--- config.mk ---
export PLATFORM = sky130hd
export DESIGN_NAME = serial_byte_collector
export DESIGN_NICKNAME = d
export VERILOG_FILES = /design/src/rtl/serial_byte_collector_pkg.sv /design/src/rtl/serial_byte_collector_fifo.sv /design/src/rtl/serial_byte_collector.sv
export SDC_FILE = /design/constraint.sdc
export NUM_CORES = 1
export LEC_CHECK = 0
export ABC_CLOCK_PERIOD_IN_PS = 2000
export BUFFER_PORTS_ARGS = -buffer_cell sky130_fd_sc_hd__buf_4
export CAP_MARGIN = 20
export CORE_MARGIN = 2
export CORE_UTILIZATION = 45
export DETAILED_ROUTE_END_ITERATION = 10
export GPL_ROUTABILITY_DRIVEN = 0
export PLACE_DENSITY = 0.67
export SYNTH_ARGS = -nofsm -noshare
export SYNTH_HDL_FRONTEND = slang
export SYNTH_SLANG_ARGS = --single-unit
--- constraint.sdc ---
create_clock -name inv_serclk -period 2 [get_ports inv_serclk]
set_input_delay 0.4 -clock inv_serclk [delete_from_list [all_inputs] [get_ports inv_serclk]]
set_output_delay 0.4 -clock inv_serclk [all_outputs]
set_load 0.02 [all_outputs]
--- src/rtl/serial_byte_collector_pkg.sv ---
// Shared widths and defaults for the serial byte collector.
package serial_byte_collector_pkg;
   localparam int SER_BYTE_W     = 8;
   localparam int SER_BITCNT_W   = 3;
   localparam int SER_FIFO_DEPTH = 4;

   localparam logic [SER_BITCNT_W-1:0] SER_LAST_BIT = 3'd7;

   // The finished byte is what the upstream shift register will hold after this edge.
   function automatic logic [SER_BYTE_W-1:0] ser_assemble(
      input logic [SER_BYTE_W-1:0] sr,
      input logic                  bit_in
   );
      return {sr[SER_BYTE_W-2:0], bit_in};
   endfunction
endpackage

--- src/rtl/serial_byte_collector_fifo.sv ---
// Small synchronous FIFO; write and pop share one edge, registered level/full/empty.
// rd_data is combinational from the head entry and reads 0 while empty; writes while full need a coincident pop.
module sync_fifo_small #(
   parameter int DEPTH = 4,
   parameter int AW    = 2,
   parameter int W     = 8
) (
   input  logic         clk,
   input  logic         reset,
   input  logic         wr_en,
   input  logic [W-1:0] wr_data,
   input  logic         rd_en,
   output logic [W-1:0] rd_data,
   output logic         empty,
   output logic         full,
   output logic [AW:0]  level
);
   localparam logic [AW:0] LVL_FULL = (AW+1)'(DEPTH);

   logic [W-1:0]  r_mem [DEPTH];
   logic [AW-1:0] r_wr_ptr;
   logic [AW-1:0] r_rd_ptr;
   logic [AW:0]   r_level;
   logic          r_empty;
   logic          r_full;

   logic          w_pop;
   logic          w_wr;
   logic [AW:0]   w_level_nxt;

   assign w_pop = rd_en && !r_empty;
   assign w_wr  = wr_en && (!r_full || w_pop);

   always_comb begin
      w_level_nxt = r_level;
      if (w_wr && !w_pop)
         w_level_nxt = r_level + 1'b1;
      else if (!w_wr && w_pop)
         w_level_nxt = r_level - 1'b1;
   end

   always_ff @(posedge clk or posedge reset) begin
      if (reset) begin
         r_wr_ptr <= '0;
         r_rd_ptr <= '0;
         r_level  <= '0;
         r_empty  <= 1'b1;
         r_full   <= 1'b0;
      end else begin
         if (w_wr)
            r_wr_ptr <= r_wr_ptr + 1'b1;
         if (w_pop)
            r_rd_ptr <= r_rd_ptr + 1'b1;
         r_level <= w_level_nxt;
         r_empty <= (w_level_nxt == '0);
         r_full  <= (w_level_nxt == LVL_FULL);
      end
   end

   // Storage is deliberately left out of reset.
   always_ff @(posedge clk) begin
      if (w_wr)
         r_mem[r_wr_ptr] <= wr_data;
   end

   assign rd_data = r_empty ? '0 : r_mem[r_rd_ptr];
   assign empty   = r_empty;
   assign full    = r_full;
   assign level   = r_level;
endmodule

--- src/rtl/serial_byte_collector.sv ---
// Counts enabled bit slots and pushes each completed byte into a small FIFO, zero extra latency.
// A byte arriving while full is stored only if the host pops on that edge; otherwise it is dropped and overflow sticks.
module serial_byte_collector
   import serial_byte_collector_pkg::*;
#(
   parameter int DEPTH = SER_FIFO_DEPTH,
   parameter int AW    = $clog2(DEPTH)
) (
   input  logic                    inv_serclk,
   input  logic                    reset,
   input  logic                    enable,
   input  logic                    ser_in,
   input  logic [SER_BYTE_W-1:0]   sr_data,
   input  logic                    frame_clr,
   input  logic                    rd_en,
   output logic [SER_BYTE_W-1:0]   rd_data,
   output logic                    empty,
   output logic                    full,
   output logic [AW:0]             level,
   output logic                    overflow,
   input  logic                    ovf_clr,
   output logic [SER_BITCNT_W-1:0] bit_cnt
);
   logic [SER_BITCNT_W-1:0] r_bit_cnt;
   logic                    r_overflow;

   logic                    w_slot;
   logic                    w_byte_done;
   logic                    w_can_push;
   logic                    w_push;
   logic                    w_drop;
   logic [SER_BYTE_W-1:0]   w_byte;
   logic                    w_unused_sr_msb;

   // frame_clr claims the slot, so a coincident enable is not a counted bit.
   assign w_slot          = enable && !frame_clr;
   assign w_byte_done     = w_slot && (r_bit_cnt == SER_LAST_BIT);
   assign w_byte          = ser_assemble(sr_data, ser_in);
   assign w_unused_sr_msb = sr_data[SER_BYTE_W-1];
   assign w_can_push      = !full || rd_en;
   assign w_push          = w_byte_done && w_can_push;
   assign w_drop          = w_byte_done && !w_can_push;

   always_ff @(posedge inv_serclk or posedge reset) begin
      if (reset) begin
         r_bit_cnt  <= '0;
         r_overflow <= 1'b0;
      end else begin
         if (frame_clr)
            r_bit_cnt <= '0;
         else if (enable)
            r_bit_cnt <= r_bit_cnt + 1'b1;
         if (w_drop)
            r_overflow <= 1'b1;
         else if (ovf_clr)
            r_overflow <= 1'b0;
      end
   end

   sync_fifo_small #(
      .DEPTH (DEPTH),
      .AW    (AW),
      .W     (SER_BYTE_W)
   ) u_fifo (
      .clk     (inv_serclk),
      .reset   (reset),
      .wr_en   (w_push),
      .wr_data (w_byte),
      .rd_en   (rd_en),
      .rd_data (rd_data),
      .empty   (empty),
      .full    (full),
      .level   (level)
   );

   assign bit_cnt  = r_bit_cnt;
   assign overflow = r_overflow;
endmodule

==> impl_metrics.env, run 1 <==
export IMPL_status="complete, but fails checks"
export IMPL_violations="negative setup slack"
export IMPL_finalNonFillerCells=216
export IMPL_crit_arrival_ps=1640
export IMPL_synth_area_um2=1974
export IMPL_drive_gt1_share_pct=40.24
export IMPL_dr_pass1_iters=3
export IMPL_top_layer="met4"
export IMPL_cts_tree="done"
export IMPL_grt_pass1_wl_um=5609
export IMPL_setup_ws_ps=-40.35
export IMPL_routed_via_count=1094
export IMPL_drt_iter0_markers=64
export IMPL_hold_viol=0
export IMPL_syn_to_final_growth_pct=27.12
export IMPL_ys_top_cells_by_area="edfxtp_1, dfrtp_1, mux4_2"
export IMPL_cp_max_fo=7
export IMPL_ant_nets=0
export IMPL_hp_class="input port to asynchronous set/reset pin"
export IMPL_min_period_ps=2040
export IMPL_cpLargestDelayFamily="multiplexers"
export IMPL_slowest_stage="mux4_2"
export IMPL_period_share_pct=102.0
export IMPL_max_freq_ghz=0.4901
export IMPL_crit_required_ps=1600
export IMPL_start_util_pct=45.98
export IMPL_rows=24
export IMPL_syn_inst=120
export IMPL_critPathMaxStageDelay_ps=480
export IMPL_cts_hold_fix_buffers=0
export IMPL_cts_htree_levels=2
export IMPL_ys_flop_type="edfxtp_1"
export IMPL_wl_met1_um=1331
export IMPL_power_per_cell_area_nw_per_um2=1303
export IMPL_ys_ff_latch=45
export IMPL_hold_slack_ps=124.1
export IMPL_nFillCells=336
export IMPL_fin_util_pct=58.45
export IMPL_clk_pin_slew_ps=80
export IMPL_fin_worst_skew_ps=2.959
export IMPL_drc=0
export IMPL_track_usage_pct=15.10
export IMPL_worstMarginPinSlew_ps=492.4
export IMPL_antenna_found_initial=0
export IMPL_worstSkewPairLatency_ps=290
export IMPL_critPathLaunchType="flop"
export IMPL_leakagePower_nw=1.031
export IMPL_synth_top_area_cell="edfxtp_1"
export IMPL_grt_overflow=0
export IMPL_grt_max_degree=16
export IMPL_die_area_um2=4934
export IMPL_place_inst=208
export IMPL_routed_via_density=5.065
export IMPL_cts_made_buffers=5
export IMPL_wl_met2_um=1796
export IMPL_hpwl_um=2353
export IMPL_maxCapViolCount=0
export IMPL_path_cells="buf_12 -> mux4_2 -> and2b_1 -> buf_6"
export IMPL_wl_met3_um=126
export IMPL_cts_root_buf="clkbuf_8"
export IMPL_setup_viol=8
export IMPL_synth_async_reset_ratio_pct=28.89
export IMPL_fin_nets=186
export IMPL_antenna_cells=0
export IMPL_wirelength_um=3296
export IMPL_die_h_um=70.24
export IMPL_drv_slew=0
export IMPL_coreArea_um2=4294
export IMPL_synthTopCellsByCount="edfxtp_1, dfrtp_1"
export IMPL_avgSynthCellArea_um2=16.45
export IMPL_port_buffer_count=30
export IMPL_synth_distinct_cells=32
export IMPL_cts_sinks=45
export IMPL_yosys_warnings=0
export IMPL_ir_drop_mv=0.4037
export IMPL_grt_pass1_vias=1195
export IMPL_critPathCaptureType="output port"
export IMPL_dp_slack_ps=207.1
export IMPL_synthMostInstantiatedCell="edfxtp_1"
export IMPL_clockBufferDepth=2
export IMPL_rsz0062_at_grt="yes"
export IMPL_synth_seq_area_share_pct=65.21
export IMPL_drt_wirelength_per_cell_um=15.26
export IMPL_relSlewSlack_pct=67.13
export IMPL_crit_type="flop to output port"
export IMPL_synth_nets=143
export IMPL_crit_buf_inv=2
export IMPL_synth_edf_count=32
export IMPL_die_x_um=70.24
export IMPL_ios=32
export IMPL_yosys_area_top_type_share_pct=48.67
path summary, 6_finish.rpt:
| path | slack (ps) | depth (start not counted) | startpoint | end |
|---|---|---|---|---|
| setup / recovery | -40 | 4 | u_fifo.r_rd_ptr[0]$_DFFE_PP0P_ | rd_data[7] |
| hold / removal | 120 | 2 | reset | u_fifo.level[0]$_DFF_PP0_ |
| setup reg to reg | 200 | 6 | bit_cnt[0]$_DFFE_PP0P_ | u_fifo.full$_DFF_PP0_ |
| hold reg to reg | 530 | 2 | overflow$_DFFE_PP0P_ | overflow$_DFFE_PP0P_ |
| max in group asynchronous | 1520 | 2 | reset | u_fifo.empty$_DFF_PP1_ |
| min in group inv_serclk | 280 | 2 | frame_clr | bit_cnt[0]$_DFFE_PP0P_ |
report_power, final:
| group | switching, mW | internal, mW | leakage (nW) | total, mW |
|---|---|---|---|---|
| Combinational | 0.572 | 0.699 | 0.516 | 1.27 |
| Clock | 0.304 | 0.503 | 0.0687 | 0.806 |
| Sequential | 0.112 | 1.08 | 0.447 | 1.19 |
cells by family after synthesis:
family	after synthesis	synth area share [%]
AO/OA/AOI/OAI	8	3.105
XOR/XNOR	5	2.218
adder cells (fa/ha/maj)	8	5.070
buffers and inverters	11	2.915
flip-flops	45	65.21
multiplexers	11	10.71
AND/OR/NAND/NOR	32	10.77
per-layer routing:
layer,GRT usage (%),vias up
met2,26.31,17
met1,17.55,544
met5,0,-
met4,4.487,0
met3,5.195,6
li1,-,527
flip-flops by register name (all words and copies together), names as in the netlist:
signal,count
u_fifo.level,3
u_fifo.r_rd_ptr,2
bit_cnt,3
u_fifo.r_mem,32
overflow,1
u_fifo.r_wr_ptr,2
u_fifo.empty,1
u_fifo.full,1
what timing repair did:
| action | in CTS | in global routing |
|---|---|---|
| endpoints found under the setup margin | 8 | 8 |
| gates resized for setup | 7 | 0 |
| setup buffers | 0 | 0 |
cell type report:
class / count / area, µm² / share of cell area (%)
clock buffers: 5 / 68.82 / 2.742
multi-input cells: 64 / 629.4 / 25.07
flip-flops and latches: 45 / 1287 / 51.30
clock inverters: 3 / 68.82 / 2.742
inverters: 7 / 26.28 / 1.047
well taps: 52 / 65.06 / 2.592
repair buffers: 40 / 364.1 / 14.51
stage by stage:
stage	setup TNS (ps)	area, µm²	power [mW]
2_1_floorplan	0	1974	1.951
3_3_place_gp	0	2346	2.390
3_5_place_dp	0	2346	2.416
4_1_cts	-415.5	2510	3.303
5_1_grt	-814.1	2510	3.436
6_report	-210.3	2510	3.270
worst reg2reg max path, cell delays in order, from the launching register on:
cell	delay, ps
dfrtp_1	390
ha_1	170
ha_1	180
nand3b_4	140
and2_4	170
or4_4	480
a211oi_2	190
layout by cell type, fill, tap and decap left out, types with 2 or more instances in the layout:
master     count
mux4_2         8
nor3_1         2
ha_1           8
o21ai_0        3
dfrtp_1       12
and3_2         2
buf_6          7
edfxtp_1      32
buf_12         3
nor2_1         8
and2_1         4
inv_1          7
buf_4         30
clkbuf_8       5
bufinv_16      2
xnor2_1        4
and2b_1        8
mux2i_1        2
Note: power is estimated with default switching activity, not from simulation.
==> run 2: changes to the inputs <==
Settings changed: PLACE_DENSITY 0.67 to 0.68.
==> run 2 against run 1 <==
  * The flow still finishes with violations (negative setup slack)
  * Hold slack better by 20 ps
  * Critical endpoint is now rd_data[4]
  * Clock power is 20% lower
  * Largest power group unchanged
  * Critical path depth stayed put
  * Critical path type unchanged
  * Via count is 0.64% higher
  * Core utilization is 0.93 points lower
  * Largest cell class unchanged
  * Highest routed layer unchanged
==> impl_metrics.env, run 2 (synthesis results as in run 1) <==
export IMPL_ir_drop_mv=0.5281
export IMPL_start_util_pct=45.98
export IMPL_hold_slack_ps=143.8
export IMPL_r2r_slack_ps=160
export IMPL_most_common_layout_cells="edfxtp_1, buf_4, dfrtp_1, buf_6"
export IMPL_die_area_um2=4934
export IMPL_slowest_stage="mux4_2"
export IMPL_fin_nets=185
export IMPL_clockBufferDepth=2
export IMPL_die_x_um=70.24
export IMPL_grt_overflow=0
export IMPL_grt_util_met1_pct=15.92
export IMPL_status="complete, but fails checks"
export IMPL_r2r_end="u_fifo.full$_DFF_PP0_"
export IMPL_wirelength_um=3271
export IMPL_critPathCaptureType="output port"
export IMPL_cts_root_buf="clkbuf_8"
export IMPL_coreArea_um2=4294
export IMPL_worstMarginPinSlew_ps=510.0
export IMPL_ant_nets=0
export IMPL_tns_ps=-19.54
export IMPL_cts_made_buffers=5
export IMPL_max_freq_ghz=0.4973
export IMPL_min_period_ps=2011
export IMPL_leakagePower_nw=1.010
export IMPL_setup_ws_ps=-10.97
export IMPL_cpLargestDelayFamily="multiplexers"
export IMPL_cts_tree="done"
export IMPL_drt_iter0_markers=70
export IMPL_relSlewSlack_pct=65.97
export IMPL_regMostFlops="u_fifo.r_mem"
export IMPL_grt_busiest_layer="met2"
export IMPL_dr_pass1_iters=2
export IMPL_power_per_cell_area_nw_per_um2=1257
export IMPL_rows=24
export IMPL_largest_reg_flops=32
export IMPL_crit_arrival_ps=1610
export IMPL_rr_worst_depth=6
export IMPL_maxCapViolCount=0
export IMPL_ios=32
export IMPL_die_h_um=70.24
export IMPL_setup_viol=3
export IMPL_drt_wirelength_per_cell_um=15.21
export IMPL_antenna_found_initial=0
export IMPL_period_share_pct=100.5
export IMPL_use_met2_pct=25.58
export IMPL_track_usage_pct=14.25
export IMPL_cp_max_fo=5
export IMPL_hold_viol=0
export IMPL_critPathLaunchType="flop"
export IMPL_antenna_cells=0
export IMPL_grt_pass1_wl_um=5223
export IMPL_crit_top_cell="buf_6"
export IMPL_cts_htree_levels=2
export IMPL_rsz0062_at_grt="yes"
export IMPL_fin_worst_skew_ps=4.887
export IMPL_clk_pin_slew_ps=70
export IMPL_crit_required_ps=1600
export IMPL_place_area_um2=2318
export IMPL_worstSkewPairLatency_ps=290
export IMPL_grt_max_degree=14
export IMPL_crit_type="flop to output port"
export IMPL_hp_class="input port to asynchronous set/reset pin"
export IMPL_violations="negative setup slack"
export IMPL_postLayoutCellArea_um2=2470
export IMPL_drv_slew=0
export IMPL_power_mw=3.104
export IMPL_syn_to_final_growth_pct=25.10
export IMPL_routed_via_density=5.121
export IMPL_nFillCells=358
export IMPL_cts_sinks=45
export IMPL_grt_pass1_vias=1140
export IMPL_drc=0
export IMPL_hpwl_um=2340
export IMPL_crit_buf_inv=2
export IMPL_grt_use_met3_pct=4.906
export IMPL_critPathMaxStageDelay_ps=490
export IMPL_routed_via_count=1101
export IMPL_drive_gt1_share_pct=38.65
export IMPL_port_buffer_count=30
export IMPL_rr_startpoint="bit_cnt[0]$_DFFE_PP0P_"
export IMPL_layout_commonest_cell="edfxtp_1"
export IMPL_path_cells="buf_6 -> mux4_2 -> and2b_1 -> buf_6"
run 2: cell count changes in the layout (fill, tap and decap cells not counted), sizes merged:
| cell | previous run | this run |
|---|---|---|
| bufinv | 2 | 1 |
| buf | 40 | 39 |
| clkinv | 0 | 1 |
| inv | 8 | 7 |
| clkbuf | 5 | 6 |
run 2: worst max path at each step:
stage,endpoint,slack [ps],start,cells past startpoint
2_1_floorplan,u_fifo.r_mem[2][0]$_DFFE_PP_,160,bit_cnt[0]$_DFFE_PP0P_,5
3_3_place_gp,u_fifo.r_mem[0][3]$_DFFE_PP_,200,rd_en,6
4_1_cts,rd_data[7],-30,u_fifo.r_rd_ptr[0]$_DFFE_PP0P_,4
5_1_grt,rd_data[7],-90,u_fifo.r_rd_ptr[0]$_DFFE_PP0P_,4
6_report,rd_data[4],-10,u_fifo.r_rd_ptr[0]$_DFFE_PP0P_,4
3_5_place_dp,u_fifo.r_mem[0][3]$_DFFE_PP_,160,rd_en,6
run 2: final cells by class:
type	count	area, µm²	share of cell area (%)
timing repair buffer	39	355.3	14.39
clock inverter	2	33.78	1.368
inverter	7	26.28	1.064
tap	52	65.06	2.634
sequential	45	1287	52.13
clock buffer	6	72.57	2.938
multi-input combinational	64	629.4	25.48
run 2: per-layer routing:
layer  vias up  routed length (µm)
met5         -                   0
li1        527                   -
met2        23                1758
met1       547                1341
met4         0                  31
met3         4                 140
run 2: worst reg2reg max path, delay by kind of cell (launching register included):
kind | cells | cell delay, ps
simple gates | 3 | 800
flops | 1 | 400
fa+ha+maj | 2 | 380
compound gates | 1 | 180
run 2: power by group:
group	leakage [nW]	switching [mW]	internal (mW)
combinational	0.510	0.578	0.694
sequential	0.447	0.108	1.08
clock	0.0528	0.275	0.369
run 2: stage by stage:
stage	utilization, %	setup WS [ps]	std cells
CTS	57.52	-33.39	215
global placement	53.99	200.2	206
detailed placement	53.99	156.0	206
global route	57.52	-87.58	215
floorplan	-	156.3	120
finish	57.52	-10.97	215
run 2: what timing repair did:
item / 4_1_cts / 5_1_grt
endpoints found under the setup margin: 8 / 8
buffers inserted: 1 / 0
hold buffers: 0 / 0
resized for setup: 10 / 0
